File: src/rtl/lift_dispatch_fsm_pkg.sv
// Shared types for the lift dispatcher: state encoding, floor/lamp widths and
// helpers that look for pending requests on either side of the car.
package lift_dispatch_fsm_pkg;

    localparam int N_FLOOR = 4;
    localparam int FLOOR_W = 2;

    typedef enum logic [1:0] {
        IDLE = 2'd0,
        RUN  = 2'd1,
        OPEN = 2'd2
    } state_t;

    typedef logic [N_FLOOR-1:0] lamp_t;
    typedef logic [FLOOR_W-1:0] floor_t;

    function automatic logic req_above(input lamp_t lamp, input floor_t f);
        logic hit;
        hit = 1'b0;
        for (int i = 0; i < N_FLOOR; i++) begin
            if (lamp[i] && (i > int'(f))) hit = 1'b1;
        end
        return hit;
    endfunction

    function automatic logic req_below(input lamp_t lamp, input floor_t f);
        logic hit;
        hit = 1'b0;
        for (int i = 0; i < N_FLOOR; i++) begin
            if (lamp[i] && (i < int'(f))) hit = 1'b1;
        end
        return hit;
    endfunction

endpackage

File: src/rtl/lift_dispatch_fsm_if.sv
// Call buttons, timer handshakes and status outputs of the lift dispatcher.
// master drives the calls and timer-done levels, slave is the dispatcher.
interface lift_dispatch_fsm_if;
    import lift_dispatch_fsm_pkg::*;

    lamp_t  call_req;
    logic   endRun;
    logic   endOpen;
    logic   StRun;
    logic   StOpen;
    floor_t floor;
    logic   dir_up;
    lamp_t  req_lamp;

    modport master (
        output call_req, endRun, endOpen,
        input  StRun, StOpen, floor, dir_up, req_lamp
    );

    modport slave (
        input  call_req, endRun, endOpen,
        output StRun, StOpen, floor, dir_up, req_lamp
    );

endinterface

File: src/rtl/lift_dispatch_fsm_rise_det.sv
// Rising-edge detector: one-cycle pulse when d goes high relative to its
// registered copy, so a level held for many cycles yields a single event.
module rise_det (
    input  logic clk,
    input  logic rst,
    input  logic d,
    output logic pulse
);

    logic d_q;

    always_ff @(posedge clk) begin
        if (rst) d_q <= 1'b0;
        else     d_q <= d;
    end

    assign pulse = d & ~d_q;

endmodule

File: src/rtl/lift_dispatch_fsm.sv
// Single-car dispatcher: latches floor calls, steers the run timer one floor
// at a time and opens the door at requested floors, serving the current direction first.
module lift_dispatch_fsm #(
    parameter int N_FLOOR    = 4,
    parameter int HOME_FLOOR = 0
) (
    input  logic                 CP,
    input  logic                 rst,
    lift_dispatch_fsm_if.slave   bus
);
    import lift_dispatch_fsm_pkg::*;

    logic   run_ev, open_ev;
    state_t state, state_n;
    floor_t floor_q, floor_n, nxt;
    logic   dir_q, dir_n, at_end;
    lamp_t  lamp_q, lamp_n, clr, call_mask;

    rise_det u_run_det (
        .clk   (CP),
        .rst   (rst),
        .d     (bus.endRun),
        .pulse (run_ev)
    );

    rise_det u_open_det (
        .clk   (CP),
        .rst   (rst),
        .d     (bus.endOpen),
        .pulse (open_ev)
    );

    always_ff @(posedge CP) begin
        if (rst) begin
            state   <= IDLE;
            floor_q <= floor_t'(HOME_FLOOR);
            dir_q   <= 1'b1;
            lamp_q  <= '0;
        end else begin
            state   <= state_n;
            floor_q <= floor_n;
            dir_q   <= dir_n;
            lamp_q  <= lamp_n;
        end
    end

    always_comb begin
        state_n = state;
        floor_n = floor_q;
        dir_n   = dir_q;
        clr     = '0;
        nxt     = dir_q ? floor_q + floor_t'(1) : floor_q - floor_t'(1);
        at_end  = dir_q ? (floor_q == floor_t'(N_FLOOR - 1)) : (floor_q == '0);

        unique case (state)
            IDLE: begin
                if (lamp_q[floor_q]) begin
                    state_n        = OPEN;
                    clr[floor_q]   = 1'b1;
                end else if (|lamp_q) begin
                    // keep heading the same way while anything is pending on that side
                    if (dir_q ? !req_above(lamp_q, floor_q) : !req_below(lamp_q, floor_q))
                        dir_n = ~dir_q;
                    state_n = RUN;
                end
            end
            RUN: begin
                if (run_ev) begin
                    if (at_end) begin
                        state_n = IDLE;
                    end else begin
                        floor_n = nxt;
                        if (lamp_q[nxt]) begin
                            state_n  = OPEN;
                            clr[nxt] = 1'b1;
                        end
                    end
                end
            end
            OPEN: begin
                if (open_ev) state_n = IDLE;
            end
            default: state_n = IDLE;
        endcase

        // a press at the floor whose door is already open is absorbed
        call_mask = bus.call_req;
        if (state == OPEN) call_mask[floor_q] = 1'b0;
        lamp_n = (lamp_q | call_mask) & ~clr;
    end

    assign bus.StRun    = (state == RUN);
    assign bus.StOpen   = (state == OPEN);
    assign bus.floor    = floor_q;
    assign bus.dir_up   = dir_q;
    assign bus.req_lamp = lamp_q;

endmodule

File: src/flat_wrapper.sv
// flat-port wrapper written by rule: the top's interface ports become plain ports
module lift_dispatch_fsm_flat import lift_dispatch_fsm_pkg::*;
#(
    parameter int N_FLOOR    = 4,
    parameter int HOME_FLOOR = 0
)
  (CP, rst, bus_call_req, bus_endRun, bus_endOpen, bus_StRun, bus_StOpen, bus_floor, bus_dir_up, bus_req_lamp);
  lift_dispatch_fsm_if bus_i ();
  input  logic CP;
  input  logic rst;
  input wire logic [$bits(bus_i.call_req)-1:0] bus_call_req;
  input wire logic [$bits(bus_i.endRun)-1:0] bus_endRun;
  input wire logic [$bits(bus_i.endOpen)-1:0] bus_endOpen;
  output wire logic [$bits(bus_i.StRun)-1:0] bus_StRun;
  output wire logic [$bits(bus_i.StOpen)-1:0] bus_StOpen;
  output wire logic [$bits(bus_i.floor)-1:0] bus_floor;
  output wire logic [$bits(bus_i.dir_up)-1:0] bus_dir_up;
  output wire logic [$bits(bus_i.req_lamp)-1:0] bus_req_lamp;
  assign bus_i.call_req = bus_call_req;
  assign bus_i.endRun = bus_endRun;
  assign bus_i.endOpen = bus_endOpen;
  assign bus_StRun = bus_i.StRun;
  assign bus_StOpen = bus_i.StOpen;
  assign bus_floor = bus_i.floor;
  assign bus_dir_up = bus_i.dir_up;
  assign bus_req_lamp = bus_i.req_lamp;
  lift_dispatch_fsm #(.N_FLOOR(N_FLOOR), .HOME_FLOOR(HOME_FLOOR)) u_core (.CP(CP), .rst(rst), .bus(bus_i));
endmodule
File: config.mk
export PLATFORM = sky130hd
export DESIGN_NAME = lift_dispatch_fsm_flat
export DESIGN_NICKNAME = d
export VERILOG_FILES = /design/src/rtl/lift_dispatch_fsm_pkg.sv /design/src/rtl/lift_dispatch_fsm_if.sv /design/src/rtl/lift_dispatch_fsm_rise_det.sv /design/src/rtl/lift_dispatch_fsm.sv /design/src/flat_wrapper.sv
export SDC_FILE = /design/constraint.sdc
export NUM_CORES = 1
export LEC_CHECK = 0
export CAP_MARGIN = 20
export CORE_UTILIZATION = 49
export DETAILED_ROUTE_END_ITERATION = 12
export GPL_ROUTABILITY_DRIVEN = 0
export PLACE_DENSITY_LB_ADDON = 0.2
export SETUP_SLACK_MARGIN = 0.1
export SLEW_MARGIN = 10
export SYNTH_ARGS = -nofsm -noshare
export SYNTH_HDL_FRONTEND = slang
export SYNTH_HIERARCHICAL = 1
export SYNTH_SLANG_ARGS = --single-unit
File: constraint.sdc
create_clock -name CP -period 2.39 [get_ports CP]
set_clock_uncertainty 0.15 [all_clocks]
set_input_delay 0.239 -clock CP [delete_from_list [all_inputs] [get_ports CP]]
set_output_delay 0.239 -clock CP [all_outputs]
set_load 0.05 [all_outputs]
==> summary.md, run 1 <==
| Metric | Value |
|---|---|
| Starting density of the core | 52.3% |
| Final Hold Viols | 0 |
| Status | finished clean |
| Core area | 1510 um^2 |
| RSZ-0062 raised after global routing | no |
| Reg2reg start | u_core/bus.floor[0] |
| Total power | 1.00 mW |
| Setup-failing EPs final | 0 |
| Synth Register Bits | 11 |
| Input/output buffers | 16 |
| Leakage power | 0.420 nW |
| TritonRoute pass-1 iters | 4 |
| Final core utilization | 66.4% |
| DRT iter0 DRCs | 16 |
| Final wirelength | 1900 um |
| CP Class | flop to flop |
| Nets | 118 |
| Post-synthesis average cell area | 9.50 um^2 |
| Fmax | 482 MHz |
| Fin crit share | 86.8% |
| Die Ht | 42.1 um |
| DR DRC count | 0 |
| Synth-to-Final Area Change | 26.8% |
| Cells on worst reg2reg path | 6 |
| Worst R2R Setup Slack | 0.31 ns |
| Maxcap violations | 0 |
| Vias | 712 |
| Max Root-Sink Buffers | 2 |
| Syn_nets | 97 |
| Cell variety after synth | 33 |
| Share of cells above drive strength 1 | 17.5% |
| H-tree levels | 1 |
| Synth Area in XOR/XNOR | 2.22% |
| Setup crit end kind | flop |
| VDD IR-drop max | 0.476 mV |
| Die Area | 1770 um^2 |
| CTS root buffer | clkbuf_4 |
| Pins Over Slew Limit | 0 |
| Rows | 14 |
| Crit path DAT | 2.05 ns |
| Syn Inst Count | 83 |
| Mux cell area share after synthesis | 8.25% |
| Fin Setup TNS | 0 ns |
| Worst slew pin tran | 0.602 ns |
| Final min period | 2.08 ns |
| TritonCTS clock tree | built |
| Sequential share of the synthesized area | 27.9% |
| Remaining Overflow, GRT | 0 |
| CTS buffer count | 3 |
| Via/cell ratio | 5.98 |
| Required @ worst endpoint | 2.36 ns |
| Warnings, synthesis | 6 |
| Sequential cell area | 223 um^2 |
| Simple-gate share of the synthesized area | 26.8% |
| Hold path endpoint | u_core/u_run_det/d_q |
| Largest family of logic cells by synthesized area | simple AND/OR/NAND/NOR gates |
| Routed wire per std cell | 15.9 um |
| DP Wirelength | 1340 um |
| Largest net degree at the start of global routing | 12 |
| Clock Latency Late Sink | 0.27 ns |
| First-pass GRT wire length | 3130 um |
| Die width | 42.1 um |
| CP Launch Type | flop |
| Hold buffer count at cts | 0 |
| Clk sink count | 11 |
| PD cells | 1000 nW/um^2 |
| Ant diodes | 0 |
| Worst reg2reg endpoint | u_core/state[1] |
| Complex-gate fraction of the synthesized area | 20.0% |
| Rel. slew slack | 59.8% |
| Synthesized cell area | 788 um^2 |
| Vias in the first global route | 708 |
| Hold Path Origin | bus_endRun |
| Final ANT Viol Nets | 0 |
| CP max FO | 8 |
| Initial antenna violation count | 0 |
| # fillers | 114 |
| All-layer global routing usage | 23.1% |
| Adder-cell share of the synthesized area | 9.52% |
| Hold crit path type | input pin to flop |
| Reg clk slew, reported paths | 0.09 ns |
| Area occupied by multi-input gates | 529 um^2 |
| Hold path depth | 2 |
| Io pins | 17 |
flip-flops by register name, indices dropped and copies added (netlist names):
name	cells
u_core/u_run_det/d_q	1
u_core/u_open_det/d_q	1
u_core/bus.req_lamp	4
u_core/bus.floor	2
u_core/state	2
u_core/bus.dir_up	1
kinds of logic (layout without fill, tap and decap cells):
logic type | count (synthesis) | after routing
AO/OA/AOI/OAI | 21 | 21
XOR/XNOR | 2 | 2
adder cells (fa/ha/maj) | 6 | 6
buffers and inverters | 9 | 29
flip-flops | 11 | 11
multiplexers | 4 | 4
AND/OR/NAND/NOR | 30 | 30
stage by stage:
stage / hold slack, ns / instances / cell area, um^2 / worst slack [ns]
6_report: 0.410 / 119 / 1000 / 0.315
5_1_grt: 0.408 / 119 / 1000 / 0.149
4_1_cts: 0.408 / 119 / 997 / 0.105
3_5_place_dp: 0.424 / 115 / 971 / 0.352
3_3_place_gp: 0.407 / 115 / 971 / 0.393
2_1_floorplan: 0.153 / 83 / 793 / 0.125
timing repair:
action	4_1_cts	5_1_grt
setup endpoints to repair	0	1
gates resized for setup	0	1
endpoints found under the hold margin	0	0
buffers inserted	0	0
worst max path at each step:
stage	from	endpoint	slack, ns	depth (start not counted)
after floorplan	u_core/bus.floor[0]	u_core/state[1]	0.13	6
after global placement	u_core/bus.floor[0]	u_core/state[1]	0.39	6
after detailed placement	u_core/bus.floor[0]	u_core/state[1]	0.35	6
after CTS	u_core/state[0]	bus_StRun	0.10	2
after global routing	u_core/bus.floor[0]	u_core/state[1]	0.15	6
final	u_core/bus.floor[0]	u_core/state[1]	0.31	6
placed cells by master, fill, tap and decap left out, types with 2 or more instances in the layout:
master           synthesis  final
nor2_1                   4      4
o21ai_0                  4      4
a21oi_1                  5      5
nand2_1                  8      8
dfxtp_2                  0      2
nor4_1                   2      2
buf_4                    0      3
clkbuf_4                 0      3
xnor2_1                  2      2
mux2i_1                  2      2
mux4_2                   2      2
nor2b_4                  4      4
clkdlybuf4s50_1          0     14
inv_1                    7      7
ha_1                     6      6
a221oi_1                 4      4
dfxtp_1                 11      9
a2111oi_1                2      2
worst max-delay path: stages (launching register included):
cell and delay [ns]:
dfxtp_2 0.41, inv_1 0.17, ha_1 0.34, xnor2_1 0.23
mux4_2 0.34, o21ai_0 0.17, a221oi_1 0.10
Yosys cell counts:
cell type,count,area (um^2)
dfxtp_1,11,220
nand2_1,8,30.0
inv_1,7,26.3
ha_1,6,75.1
a21oi_1,5,25.0
a221oi_1,4,35.0
nor2_1,4,15.0
nor2b_4,4,55.1
o21ai_0,4,20.0
a2111oi_1,2,20.0
mux2i_1,2,20.0
mux4_2,2,45.0
nor2b_1,2,12.5
nor4_1,2,12.5
xnor2_1,2,17.5
a2111oi_2,1,15.0
a211o_1,1,8.76
a21o_1,1,7.51
a221o_1,1,10.0
a41oi_1,1,8.76
and2_1,1,6.26
and2_4,1,8.76
and4b_1,1,10.0
buf_6,1,11.3
clkbuf_1,1,3.75
nand2b_1,1,6.26
nand3_1,1,5.00
nand3b_1,1,7.51
nor3_1,1,5.00
nor3b_1,1,7.51
nor4_4,1,21.3
nor4b_1,1,8.76
o21a_1,1,7.51
routing by layer:
layer,vias up,wire (um),share of wire [%],global-route usage [%]
met5,-,0,0,0
met4,0,20,1.1,9.38
met3,4,157,8.3,4.31
met2,35,860,45,35.3
met1,328,858,45,32.2
li1,345,-,-,-
power breakdown:
part	total [mW]	internal (mW)	switching, mW
sequential	0.302	0.222	0.0802
combinational	0.563	0.240	0.323
clock	0.137	0.0646	0.0721
cell type report:
type / instances / share of cell area, %
inverters: 7 / 2.63
flip-flops and latches: 11 / 22.3
clock buffers: 4 / 2.63
repair buffers: 18 / 17.5
well taps: 16 / 2.00
multi-input cells: 63 / 52.9
Power figures use the tool's default switching activity.
==> inputs of run 2 (changes only) <==
--- a/config.mk
+++ b/config.mk
@@ -6,7 +6,9 @@
 export NUM_CORES = 1
 export LEC_CHECK = 0
 export CAP_MARGIN = 20
-export CORE_UTILIZATION = 49
+export CELL_PAD_IN_SITES_DETAIL_PLACEMENT = 0
+export CELL_PAD_IN_SITES_GLOBAL_PLACEMENT = 1
+export CORE_UTILIZATION = 37
 export DETAILED_ROUTE_END_ITERATION = 12
 export GPL_ROUTABILITY_DRIVEN = 0
 export PLACE_DENSITY_LB_ADDON = 0.2
==> summary.md, run 2 (same netlist as run 1, synthesis figures left out) <==
| Metric | Value |
|---|---|
| Status | finished clean |
| Maxcap violations | 0 |
| TritonRoute pass-1 iters | 4 |
| H-tree levels | 1 |
| Pins Over Slew Limit | 0 |
| Worst slew pin tran | 0.621 ns |
| CTS root buffer | clkbuf_4 |
| Largest net degree at the start of global routing | 12 |
| Via/cell ratio | 5.41 |
| Max Root-Sink Buffers | 2 |
| Final Non-Filler Cells | 131 |
| Cts repair resizes | 0 |
| Routed wire per std cell | 14.5 um |
| Hold buffer count at cts | 0 |
| Commonest non-fill, non-tap cell in the layout | clkdlybuf4s50_1 |
| Die Area | 2320 um^2 |
| Rows | 16 |
| Final min period | 2.14 ns |
| Share of cells above drive strength 1 | 18.3% |
| Largest register FFs | 4 |
| Final ANT Viol Nets | 0 |
| Final wirelength | 1900 um |
| Leakage power | 0.411 nW |
| Final Hold Viols | 0 |
| P_sw | 0.472 mW |
| Crit path DAT | 1.75 ns |
| Sequential Power Share | 27.9% |
| Nets | 119 |
| Fin Setup TNS | 0 ns |
| Clock power share | 13.1% |
| # placed instances | 127 |
| Clk sink count | 11 |
| Starting density of the core | 39.8% |
| Core area | 1980 um^2 |
| Most frequent cells in the layout | 15 x clkdlybuf4s50_1, 9 x dfxtp_1, 8 x nand2_1, 7 x inv_1, 6 x ha_1 |
| Vias | 709 |
| Vias in the first global route | 634 |
| RSZ-0062 raised after global routing | no |
| Cells on worst reg2reg path | 6 |
| Post-CTS setup buffer count | 0 |
| Net Sw Frac | 46.8% |
| VDD IR-drop max | 0.498 mV |
| Fmax | 467 MHz |
| Rel. slew slack | 58.5% |
| All-layer global routing usage | 20.1% |
| Required @ worst endpoint | 2.00 ns |
| Die width | 48.2 um |
| Clock Latency Late Sink | 0.27 ns |
| Reg clk slew, reported paths | 0.07 ns |
| CTS buffer count | 3 |
| PD cells | 991 nW/um^2 |
| Io pins | 17 |
| CP Class | flop to output pin |
| Ant diodes | 0 |
| Die Ht | 48.2 um |
| DRT iter0 DRCs | 32 |
| Initial antenna violation count | 0 |
| Comb pwr share | 59.0% |
| TritonCTS clock tree | built |
| Hold path depth | 2 |
| Internal power | 0.538 mW |
| Hold crit path type | input pin to flop |
| Fin crit share | 89.7% |
| DR DRC count | 0 |
| CP Launch Type | flop |
| Setup crit end kind | output pin |
| First-pass GRT wire length | 3120 um |
| Setup-failing EPs final | 0 |
| Synth-to-Final Area Change | 29.2% |
| CP max FO | 7 |
| DP Wirelength | 1410 um |
| Input/output buffers | 16 |
| Remaining Overflow, GRT | 0 |
-- run 2: cell count changes in the layout (fill, tap and decap cells not counted) --
cell	delta
buf_4	+1
clkdlybuf4s50_1	+1
dlymetal6s2s_1	-1
-- run 2: stage by stage --
step / cell area, um^2 / hold slack [ns] / worst slack, ns / total power [mW] / util, %
global route: 1020 / 0.423 / 0.183 / 1.08 / 51.4
global placement: 992 / 0.408 / 0.414 / 0.874 / 50.1
floorplan: 793 / 0.153 / 0.125 / 0.699 / -
detailed placement: 992 / 0.413 / 0.357 / 0.875 / 50.1
finish: 1020 / 0.411 / 0.247 / 1.01 / 51.4
CTS: 1020 / 0.396 / 0.233 / 1.01 / 51.4
-- run 2: worst max-delay path, cell delays in order, from the launching register on --
cell and delay (ns):
dfxtp_1 0.40, nor2b_2 0.24, clkdlybuf4s50_1 0.84
-- run 2: cell type report --
| cell class | instances | area [um^2] |
|---|---|---|
| Fill cell | 186 | 963 |
| Multi-Input combinational cell | 63 | 529 |
| Sequential cell | 11 | 223 |
| Timing Repair Buffer | 19 | 180 |
| Tap cell | 27 | 33.8 |
| Clock buffer | 4 | 26.3 |
| Inverter | 7 | 26.3 |
-- run 2: layer usage --
metal / track usage [%] / vias to the layer above / wire [um]
met1: 31.3 / 339 / 1030
li1: - / 351 / -
met3: 5.56 / 0 / 85
met5: 0 / - / 0
met2: 26.1 / 19 / 785
met4: 6.67 / 0 / 0
-- run 2: final timing paths --
| kind | from | end | slack, ns |
|---|---|---|---|
| worst min-delay path | bus_endRun | u_core/u_run_det/d_q | 0.41 |
| worst max-delay path | u_core/state[1] | bus_StRun | 0.25 |
| worst min register to register | u_core/bus.floor[0] | u_core/bus.req_lamp[2] | 0.42 |
| worst max register to register | u_core/bus.floor[0] | u_core/state[1] | 0.35 |
-- run 2: power groups by stage --
stage	Clock, mW	Sequential [mW]	Combinational, mW
3_3_place_gp	0	0.286	0.587
5_1_grt	0.146	0.291	0.639
2_1_floorplan	0	0.351	0.347
4_1_cts	0.138	0.281	0.592
3_5_place_dp	0	0.286	0.589
6_report	0.132	0.282	0.596
